<file path="src/rtl/key_scheduler_rev_pkg.sv">
// Shared constants, FSM state type and the 4-bit substitution box
// used by the forward key step.
package key_scheduler_rev_pkg;
  localparam int KEY_W    = 20;
  localparam int RK_W     = 16;
  localparam int NUM_KEYS = 8;
  localparam int IDX_W    = $clog2(NUM_KEYS);
  localparam int RC_W     = 4;

  typedef enum logic [1:0] {IDLE, EXPAND, EMIT} state_t;

  function automatic logic [3:0] sbox4(input logic [3:0] x);
    logic [3:0] y;
    case (x)
      4'h0: y = 4'hC; 4'h1: y = 4'h5; 4'h2: y = 4'h6; 4'h3: y = 4'hB;
      4'h4: y = 4'h9; 4'h5: y = 4'h0; 4'h6: y = 4'hA; 4'h7: y = 4'hD;
      4'h8: y = 4'h3; 4'h9: y = 4'hE; 4'hA: y = 4'hF; 4'hB: y = 4'h8;
      4'hC: y = 4'h4; 4'hD: y = 4'h7; 4'hE: y = 4'h1; default: y = 4'h2;
    endcase
    return y;
  endfunction
endpackage

</file>
<file path="src/rtl/key_scheduler_rev_if.sv">
// Round-key stream. Handshake: a beat transfers on a rising clock edge when
// key_valid and key_ready are both high; while key_valid is high and key_ready
// is low, round_key/round_idx/last hold stable; key_ready is ignored while
// key_valid is low.
interface key_scheduler_rev_if;
  import key_scheduler_rev_pkg::*;

  logic              key_valid;
  logic              key_ready;
  logic [RK_W-1:0]   round_key;
  logic [IDX_W-1:0]  round_idx;
  logic              last;

  modport master (output key_valid, round_key, round_idx, last, input key_ready);
  modport slave  (input key_valid, round_key, round_idx, last, output key_ready);
endinterface

</file>
<file path="src/rtl/key_scheduler_rev_key_update.sv">
// Forward key step F(k, rc): rotate left by 7, substitute the top nibble,
// fold the round counter into bits [8:5].
module key_update
  import key_scheduler_rev_pkg::*;
(
  input  logic [KEY_W-1:0] key_in,
  input  logic [RC_W-1:0]  rc,
  output logic [KEY_W-1:0] key_out
);
  logic [KEY_W-1:0] rot;

  always_comb begin
    rot            = {key_in[KEY_W-8:0], key_in[KEY_W-1:KEY_W-7]};
    key_out        = rot;
    key_out[19:16] = sbox4(rot[19:16]);
    key_out[8:5]   = rot[8:5] ^ rc;
  end
endmodule

</file>
<file path="src/rtl/key_scheduler_rev.sv">
// Expands the master key forward into k0..k7, then streams them back out
// k7 first so the inverse cipher rounds can consume them in order.
module key_scheduler_rev
  import key_scheduler_rev_pkg::*;
(
  input  logic                clk,
  input  logic                reset,
  input  logic                start,
  input  logic [KEY_W-1:0]    master_key,
  output logic                busy,
  key_scheduler_rev_if.master rk,
  output state_t              dbg_state
);
  state_t             state_q, state_d;
  logic [KEY_W-1:0]   work_q, work_d;
  logic [RC_W-1:0]    rc_q, rc_d;
  logic [IDX_W-1:0]   ptr_q, ptr_d, ptr_m1;
  logic               busy_q, busy_d;
  logic               valid_q, valid_d;
  logic               last_q, last_d;
  logic [RK_W-1:0]    round_key_q, round_key_d;
  logic [IDX_W-1:0]   round_idx_q, round_idx_d;
  logic [RK_W-1:0]    stack_q [NUM_KEYS];
  logic [RK_W-1:0]    stack_d [NUM_KEYS];
  logic [KEY_W-1:0]   f_out;

  key_update u_key_update (.key_in(work_q), .rc(rc_q), .key_out(f_out));

  assign ptr_m1 = ptr_q - 1'b1;

  always_comb begin
    state_d     = state_q;
    work_d      = work_q;
    rc_d        = rc_q;
    ptr_d       = ptr_q;
    busy_d      = busy_q;
    valid_d     = valid_q;
    last_d      = last_q;
    round_key_d = round_key_q;
    round_idx_d = round_idx_q;
    stack_d     = stack_q;
    case (state_q)
      IDLE: begin
        if (start) begin
          work_d     = master_key;
          stack_d[0] = master_key[KEY_W-1 -: RK_W];
          rc_d       = RC_W'(1);
          busy_d     = 1'b1;
          state_d    = EXPAND;
        end
      end
      EXPAND: begin
        work_d                      = f_out;
        stack_d[rc_q[IDX_W-1:0]]    = f_out[KEY_W-1 -: RK_W];
        rc_d                        = rc_q + 1'b1;
        // k7 comes straight from the step output; its stack slot is written this same edge.
        if (rc_q == RC_W'(NUM_KEYS-1)) begin
          state_d     = EMIT;
          ptr_d       = IDX_W'(NUM_KEYS-1);
          valid_d     = 1'b1;
          round_key_d = f_out[KEY_W-1 -: RK_W];
          round_idx_d = IDX_W'(NUM_KEYS-1);
          last_d      = 1'b0;
        end
      end
      EMIT: begin
        if (valid_q && rk.key_ready) begin
          if (ptr_q != '0) begin
            ptr_d       = ptr_m1;
            round_key_d = stack_q[ptr_m1];
            round_idx_d = ptr_m1;
            last_d      = (ptr_m1 == '0);
          end else begin
            state_d = IDLE;
            valid_d = 1'b0;
            last_d  = 1'b0;
            busy_d  = 1'b0;
          end
        end
      end
      default: state_d = IDLE;
    endcase
  end

  always_ff @(posedge clk) begin
    if (reset) begin
      state_q     <= IDLE;
      work_q      <= '0;
      rc_q        <= '0;
      ptr_q       <= '0;
      busy_q      <= 1'b0;
      valid_q     <= 1'b0;
      last_q      <= 1'b0;
      round_key_q <= '0;
      round_idx_q <= '0;
    end else begin
      state_q     <= state_d;
      work_q      <= work_d;
      rc_q        <= rc_d;
      ptr_q       <= ptr_d;
      busy_q      <= busy_d;
      valid_q     <= valid_d;
      last_q      <= last_d;
      round_key_q <= round_key_d;
      round_idx_q <= round_idx_d;
    end
  end

  // Stack contents are don't-care after reset, so no reset term.
  always_ff @(posedge clk) begin
    stack_q <= stack_d;
  end

  assign busy         = busy_q;
  assign rk.key_valid = valid_q;
  assign rk.round_key = round_key_q;
  assign rk.round_idx = round_idx_q;
  assign rk.last      = last_q;
  assign dbg_state    = state_q;
endmodule

</file>
<file path="src/flat_wrapper.sv">
// flat-port wrapper written by rule: the top's interface ports become plain ports
module key_scheduler_rev_flat import key_scheduler_rev_pkg::*;
  (clk, reset, start, master_key, busy, dbg_state, rk_key_valid, rk_round_key, rk_round_idx, rk_last, rk_key_ready);
  key_scheduler_rev_if rk_i ();
  input  logic clk;
  input  logic reset;
  input  logic start;
  input  logic [KEY_W-1:0] master_key;
  output logic busy;
  output state_t dbg_state;
  output wire logic [$bits(rk_i.key_valid)-1:0] rk_key_valid;
  output wire logic [$bits(rk_i.round_key)-1:0] rk_round_key;
  output wire logic [$bits(rk_i.round_idx)-1:0] rk_round_idx;
  output wire logic [$bits(rk_i.last)-1:0] rk_last;
  input wire logic [$bits(rk_i.key_ready)-1:0] rk_key_ready;
  assign rk_key_valid = rk_i.key_valid;
  assign rk_round_key = rk_i.round_key;
  assign rk_round_idx = rk_i.round_idx;
  assign rk_last = rk_i.last;
  assign rk_i.key_ready = rk_key_ready;
  key_scheduler_rev u_core (.clk(clk), .reset(reset), .start(start), .master_key(master_key), .busy(busy), .rk(rk_i), .dbg_state(dbg_state));
endmodule
</file>
<file path="config.mk">
export PLATFORM = sky130hd
export DESIGN_NAME = key_scheduler_rev_flat
export DESIGN_NICKNAME = d
export VERILOG_FILES = /design/src/rtl/key_scheduler_rev_pkg.sv /design/src/rtl/key_scheduler_rev_if.sv /design/src/rtl/key_scheduler_rev_key_update.sv /design/src/rtl/key_scheduler_rev.sv /design/src/flat_wrapper.sv
export SDC_FILE = /design/constraint.sdc
export NUM_CORES = 1
export LEC_CHECK = 0
export BUFFER_PORTS_ARGS = -buffer_cell sky130_fd_sc_hd__buf_2
export CAP_MARGIN = 15
export CORE_MARGIN = 2
export CORE_UTILIZATION = 53
export DETAILED_ROUTE_END_ITERATION = 6
export GPL_ROUTABILITY_DRIVEN = 0
export PLACE_DENSITY = 0.71
export SLEW_MARGIN = 30
export SYNTH_ARGS = -nofsm -noshare
export SYNTH_HDL_FRONTEND = slang
export SYNTH_SLANG_ARGS = --single-unit
</file>
<file path="constraint.sdc">
create_clock -name clk -period 6.2 [get_ports clk]
set_input_delay 1.24 -clock clk [delete_from_list [all_inputs] [get_ports clk]]
set_output_delay 1.24 -clock clk [all_outputs]
set_load 0.01 [all_outputs]
</file>
Yosys cells after proc, flatten, opt, wreduce, memory -nomap -nowiden
Memories as Yosys holds them, arrays and structs flattened. A register that Yosys moved wholly into a read port is not among the register bits.
Index checks and enable logic that the tools add are counted.
- reductions and logical operators: 14
- eq/ne operators: 8
- bitwise gates (word level): 3
- $lt $le $gt $ge: 3
- mux-type cells: 37
- add/sub/neg operators: 2
- operator list (operator ; count):
    128-bit bitwise mux ; 1
    16-bit two-way mux ; 7
    16-bit one-hot mux with 2 select lines ; 2
    16-bit binary-select mux with 3-bit select ; 1
    16-bit demux with 3-bit select ; 1
    20-bit one-hot mux with 2 select lines ; 1
    20-bit two-way mux ; 1
    4-bit AND reduction ; 4
    4-bit two-way mux ; 3
    3-bit two-way mux ; 3
    4-bit greater-or-equal comparator, second input constant ; 2
    2-bit two-way mux ; 4
    3-bit inverter with 4-bit output ; 2
    4-bit one-hot mux with 2 select lines ; 1
    1-bit two-way mux ; 7
    2-bit by 1-bit inequality test with 1-bit output, second input constant ; 3
    1-bit one-hot mux with 2 select lines ; 3
    2-bit one-hot mux with 3 select lines ; 1
    3-bit one-hot mux with 2 select lines ; 1
    2-bit nonzero test ; 3
    4-bit by 1-bit adder with 4-bit output, second input constant ; 1
    4-bit by 3-bit equality test with 1-bit output, second input constant ; 1
    4-bit by 1-bit < comparator with 1-bit output, second input constant ; 1
    2-bit inequality test, second input constant ; 2
    other kinds (10) ; 11
- bits in registers: 176
- ROM bits: 64
- bits of input ports: 24
- memories kept: 1
- memories (memory ; depth ; bits a word ; rd ports ; clocked after Yosys merged registers in ; wr ports ; line ; RTL):
    (no name shown) ; 16 ; 4 ; 1 ; 1 ; 0 ; key_scheduler_rev_pkg.sv:14 ; case (x)

Logic depth before layout (Yosys ltp)
- depth after elaboration: 8
- gate-level depth with buffers: 11
- gate-level depth less buffers: 10

Cells and area by module
Synthesis repeated with hierarchy kept, for this count alone.
- cell total of the unflattened synthesis: 558
- area, all modules: 7696.1 µm²
- by module, submodules not included (module ; seq. area each (µm²) ; area each (µm²) ; cells an instance ; instances):
    key_scheduler_rev ; 4804.6 ; 7409.6 ; 526 ; 1
    key_update ; 0.0 ; 286.5 ; 32 ; 1

Least setup slack after synthesis
No wires, ideal clock.
- path type: flip-flop to flip-flop
- start: reg u_core.state_q[1], in the netlist u_core.dbg_state[1]
- end: reg u_core.stack_q[100] (netlist bit), enable pin
- clock period less this slack: 3.215 ns
- arrival: 2.778 ns
- slack: 2.985 ns
- library setup time: 0.436 ns
- stages on the path, launching flop included: 7
- cell sequence: dfxtp_1 > inv_1 > ha_1 > buf_4 > inv_1 > clkbuf_1 > nor4b_1
- cells in the longest elaborated chain, start to end: 1
- ends and longest elaborated chain (item ; line ; RTL):
    start: declaration ; key_scheduler_rev.sv:14 ; state_t state_q, state_d;
    start signal: assignment ; key_scheduler_rev.sv:97 ; state_q <= state_d;
    2-bit by 1-bit equality test with 1-bit output ; key_scheduler_rev.sv:42 ; case (state_q)
    end signal: assignment ; key_scheduler_rev.sv:111 ; stack_q <= stack_d;
    end: declaration ; key_scheduler_rev.sv:23 ; logic [RK_W-1:0] stack_q [NUM_KEYS];
Every way passes these cells.
A chain may end at the register's enable or synchronous reset.

Final worst setup path
- start: reg u_core.state_q[0], in the netlist u_core.dbg_state[0]
- end: reg u_core.u_key_update.key_out[16] (netlist name)
- cells in the longest elaborated chain, start to end: 5
- ends and longest elaborated chain (item ; line):
    2-bit by 1-bit equality test with 1-bit output or 2-bit zero test (tied branches) ; key_scheduler_rev.sv:42
    2-bit nonzero test (no line) or 2-bit inequality test (tied branches) ; n/a
    2-bit AND reduction (no line) ; n/a
    4-bit two-way mux (no line) (*) (2 in series) ; n/a
Every way passes the cells marked *; elsewhere a longest branch is shown, timed or not.

==> summary.txt <==
1st-iter DRT viols -> 502
Seq/Total Area, Yosys -> 0.631
Mapped Area -> 7740 µm²
first drt pass iteration count -> 5
via count -> 4753
first-pass GRT wire length -> 26800 µm
slowest stage delay, CP -> 600 ps
Buffers on Ports -> 47
DP Wirelength -> 10600 µm
Hold Path Class -> flip-flop to flip-flop
Worst-Skew Late Latency -> 420 ps
drt drc -> 0
Post-CTS Setup Inserts -> 0
Yosys reg bits -> 180
Placeable Area -> 14400 µm²
max-cap violation count -> 0
Worst EP required -> 6560 ps
final setup fails -> 0
clock skew -> 7.29 ps
cells after synthesis -> 536
worst-margin pin slew -> 771 ps
initial antenna violation count -> 0
Initial Util -> 0.536
CP dominant cell by count -> inv_1
clock sink count -> 180
vias per cell -> 6.19
Buf+Inv Stages, Crit Path -> 3
Ant. Diodes -> 0
pwr dens -> 450 nW/µm²
Routed Antenna Nets -> 0
GRT Overall Usage -> 0.227
io pins -> 48
CP max FO -> 19
Post-synth EDFFs -> 128
pins over their slew limit -> 0
CTS tree -> yes
CP delay by family, top -> adder cells
fmax -> 336 MHz
Pleak -> 3.01 nW
Final TNS setup -> 0 ps
Final period util -> 0.480
cell count of the worst reg-to-reg path -> 10
status -> completed
hold_buf cts -> 0
vias in the first global route -> 4794
Final Non-Filler Cells -> 768
Mapped Nets -> 573
die width -> 125 µm
Rel. slew slack -> 0.486
RSZ-0062 raised after global routing -> no
pin count of the biggest net entering global routing -> 59
final WL -> 16900 µm
Worst-path clk slew -> 70 ps
post-route setup slack -> 3230 ps
post-cts sizing count -> 0
Setup CP Type -> flip-flop to flip-flop
Final Hold Vio Count -> 0
# rows -> 44
GRT Residual Overflow -> 0
Die H -> 125 µm
fin nets -> 608
Layout area overhead -> 13.5%
Setup WS pre-CTS -> 2840 ps
CTS Buf Count -> 17
worst-path cell with the longest stage delay -> mux2i_4
CP Depth -> 10
WHS Path Cells -> 2
dpl cells -> 736
Yosys warning total -> 0
Post-synth top flop -> edfxtp_1
Root Driver -> clkbuf_16
Avg Cell Area, Syn -> 14.4 µm²
Final Critical Period -> 2970 ps
DR WL/cell -> 22.0 µm
H-Tree Depth -> 4
die area -> 15600 µm²
Critical Path, Cell by Cell -> inv_1, ha_1, mux2i_4, nand2_1, a21oi_1, inv_1, ha_1, inv_1, a211oi_1, xnor2_1
FILL cells -> 1108
share of layout cells above drive strength 1 -> 0.243
clock tree buffer depth -> 2
Post-synth ARST share -> 0
Startpoint Class -> flip-flop
Worst Path Arrival -> 3330 ps
Unique masters post-synth -> 51
CP endpoint kind -> flip-flop
Final Power -> 3.95 mW
peak supply drop -> 0.000248 V
cell usage in the layout, fill, tap and decap left out, types with 3 or more instances in the layout:
master,netlist,routed
clkbuf_16,0,17
nand3_1,23,23
a21oi_1,20,20
a22o_1,16,16
o21ai_0,3,3
bufinv_16,0,3
nor2b_1,13,13
a311oi_1,3,3
a31oi_1,25,25
clkinv_4,0,3
inv_1,13,13
clkinv_2,0,3
clkinvlp_4,0,3
o2111ai_1,4,4
ha_1,13,12
o21bai_1,11,11
buf_2,16,47
nor3_1,7,6
xnor2_1,6,6
o21a_1,3,3
nor2_1,34,33
nand2_1,14,14
buf_4,3,10
o21ai_1,5,5
mux2i_1,16,16
edfxtp_1,128,128
inv_6,0,3
a211oi_1,18,18
dfxtp_1,52,51
mux4_2,32,32
state kept, by name, summed over array words and instances (netlist names):
name and flops:
u_core.rk.round_key 16, u_core.rc_q 4, u_core.rk.last 1, u_core.rk.key_valid 1, u_core.work_q 20, u_core.ptr_q 3
u_core.busy 1, u_core.dbg_state 2, u_core.u_key_update.key_out 4, u_core.stack_q 128
through the flow:
stage / hold WS (ps) / area [µm²] / util
after floorplan: 450 / 7740 / -
after global placement: 451 / 8120 / 0.563
after detailed placement: 455 / 8170 / 0.567
after CTS: 464 / 8780 / 0.609
after global routing: 522 / 8780 / 0.609
final: 462 / 8780 / 0.609
path summary, 6_finish.rpt:
| kind | from | end | slack (ps) |
|---|---|---|---|
| hold / removal | u_core.rk.last | u_core.rk.last | 460 |
| hold reg to reg | u_core.rk.last | u_core.rk.last | 460 |
| setup / recovery | u_core.dbg_state[0] | u_core.u_key_update.key_out[16] | 3230 |
| setup reg to reg | u_core.dbg_state[0] | u_core.u_key_update.key_out[16] | 3230 |
cells by family after synthesis:
kind of cell             synth area share
flip-flops                          0.631
AO/OA/AOI/OAI                       0.109
AND/OR/NAND/NOR                    0.0703
buffers and inverters              0.0341
multiplexers                        0.125
adder cells (fa/ha/maj)            0.0210
XOR/XNOR                          0.00906
routing by layer:
metal | global-route usage | part of all wire
met4 | 0.0680 | 0.014
met5 | 0 | 0
met1 | 0.310 | 0.42
met3 | 0.0546 | 0.079
met2 | 0.365 | 0.48
synthesized netlist by cell type (3+ instances only):
library cell  count  area, µm²
a31oi_1          25        156
mux4_2           32        721
o21ai_0           3       15.0
o21ai_1           5       25.0
a311oi_1          3       26.3
nand3_1          23        115
nand2_1          14       52.6
dfxtp_1          52       1040
o21bai_1         11       82.6
nor3_1            7       35.0
buf_6             3       33.8
edfxtp_1        128       3840
inv_1            13       48.8
nor2_1           34        128
nor4b_1           3       26.3
a211oi_1         18        135
a22o_1           16        140
clkbuf_1         19       71.3
o2111ai_1         4       35.0
ha_1             13        163
mux2i_1          16        160
a21oi_1          20        100
buf_4             3       22.5
nor2b_1          13       81.3
xnor2_1           6       52.6
buf_2            16       80.1
o21a_1            3       22.5
worst reg2reg max path, delay by kind of cell, from the launching register on:
family	cells	cell delay, ps
flip-flops	1	350
multiplexers	1	610
AO/OA/AOI/OAI	2	620
buffers and inverters	3	300
XOR/XNOR	1	140
AND/OR/NAND/NOR	1	150
adder cells (fa/ha/maj)	2	750
layout make-up:
cell class / count / area [µm²] / share of cell area
sequential: 180 / 4890 / 0.557
inverter: 13 / 48.8 / 0.00556
clock inverter: 15 / 180 / 0.0205
clock buffer: 17 / 425 / 0.0485
tap: 184 / 230 / 0.0262
multi-input combinational: 300 / 2670 / 0.304
timing repair buffer: 59 / 340 / 0.0388
power breakdown:
| part | internal [mW] | switching, mW |
|---|---|---|
| registers | 1.52 | 0.155 |
| clock network | 0.637 | 0.461 |
| logic | 0.478 | 0.697 |
| total | 2.64 | 1.31 |
(Power assumes the default switching activity.)
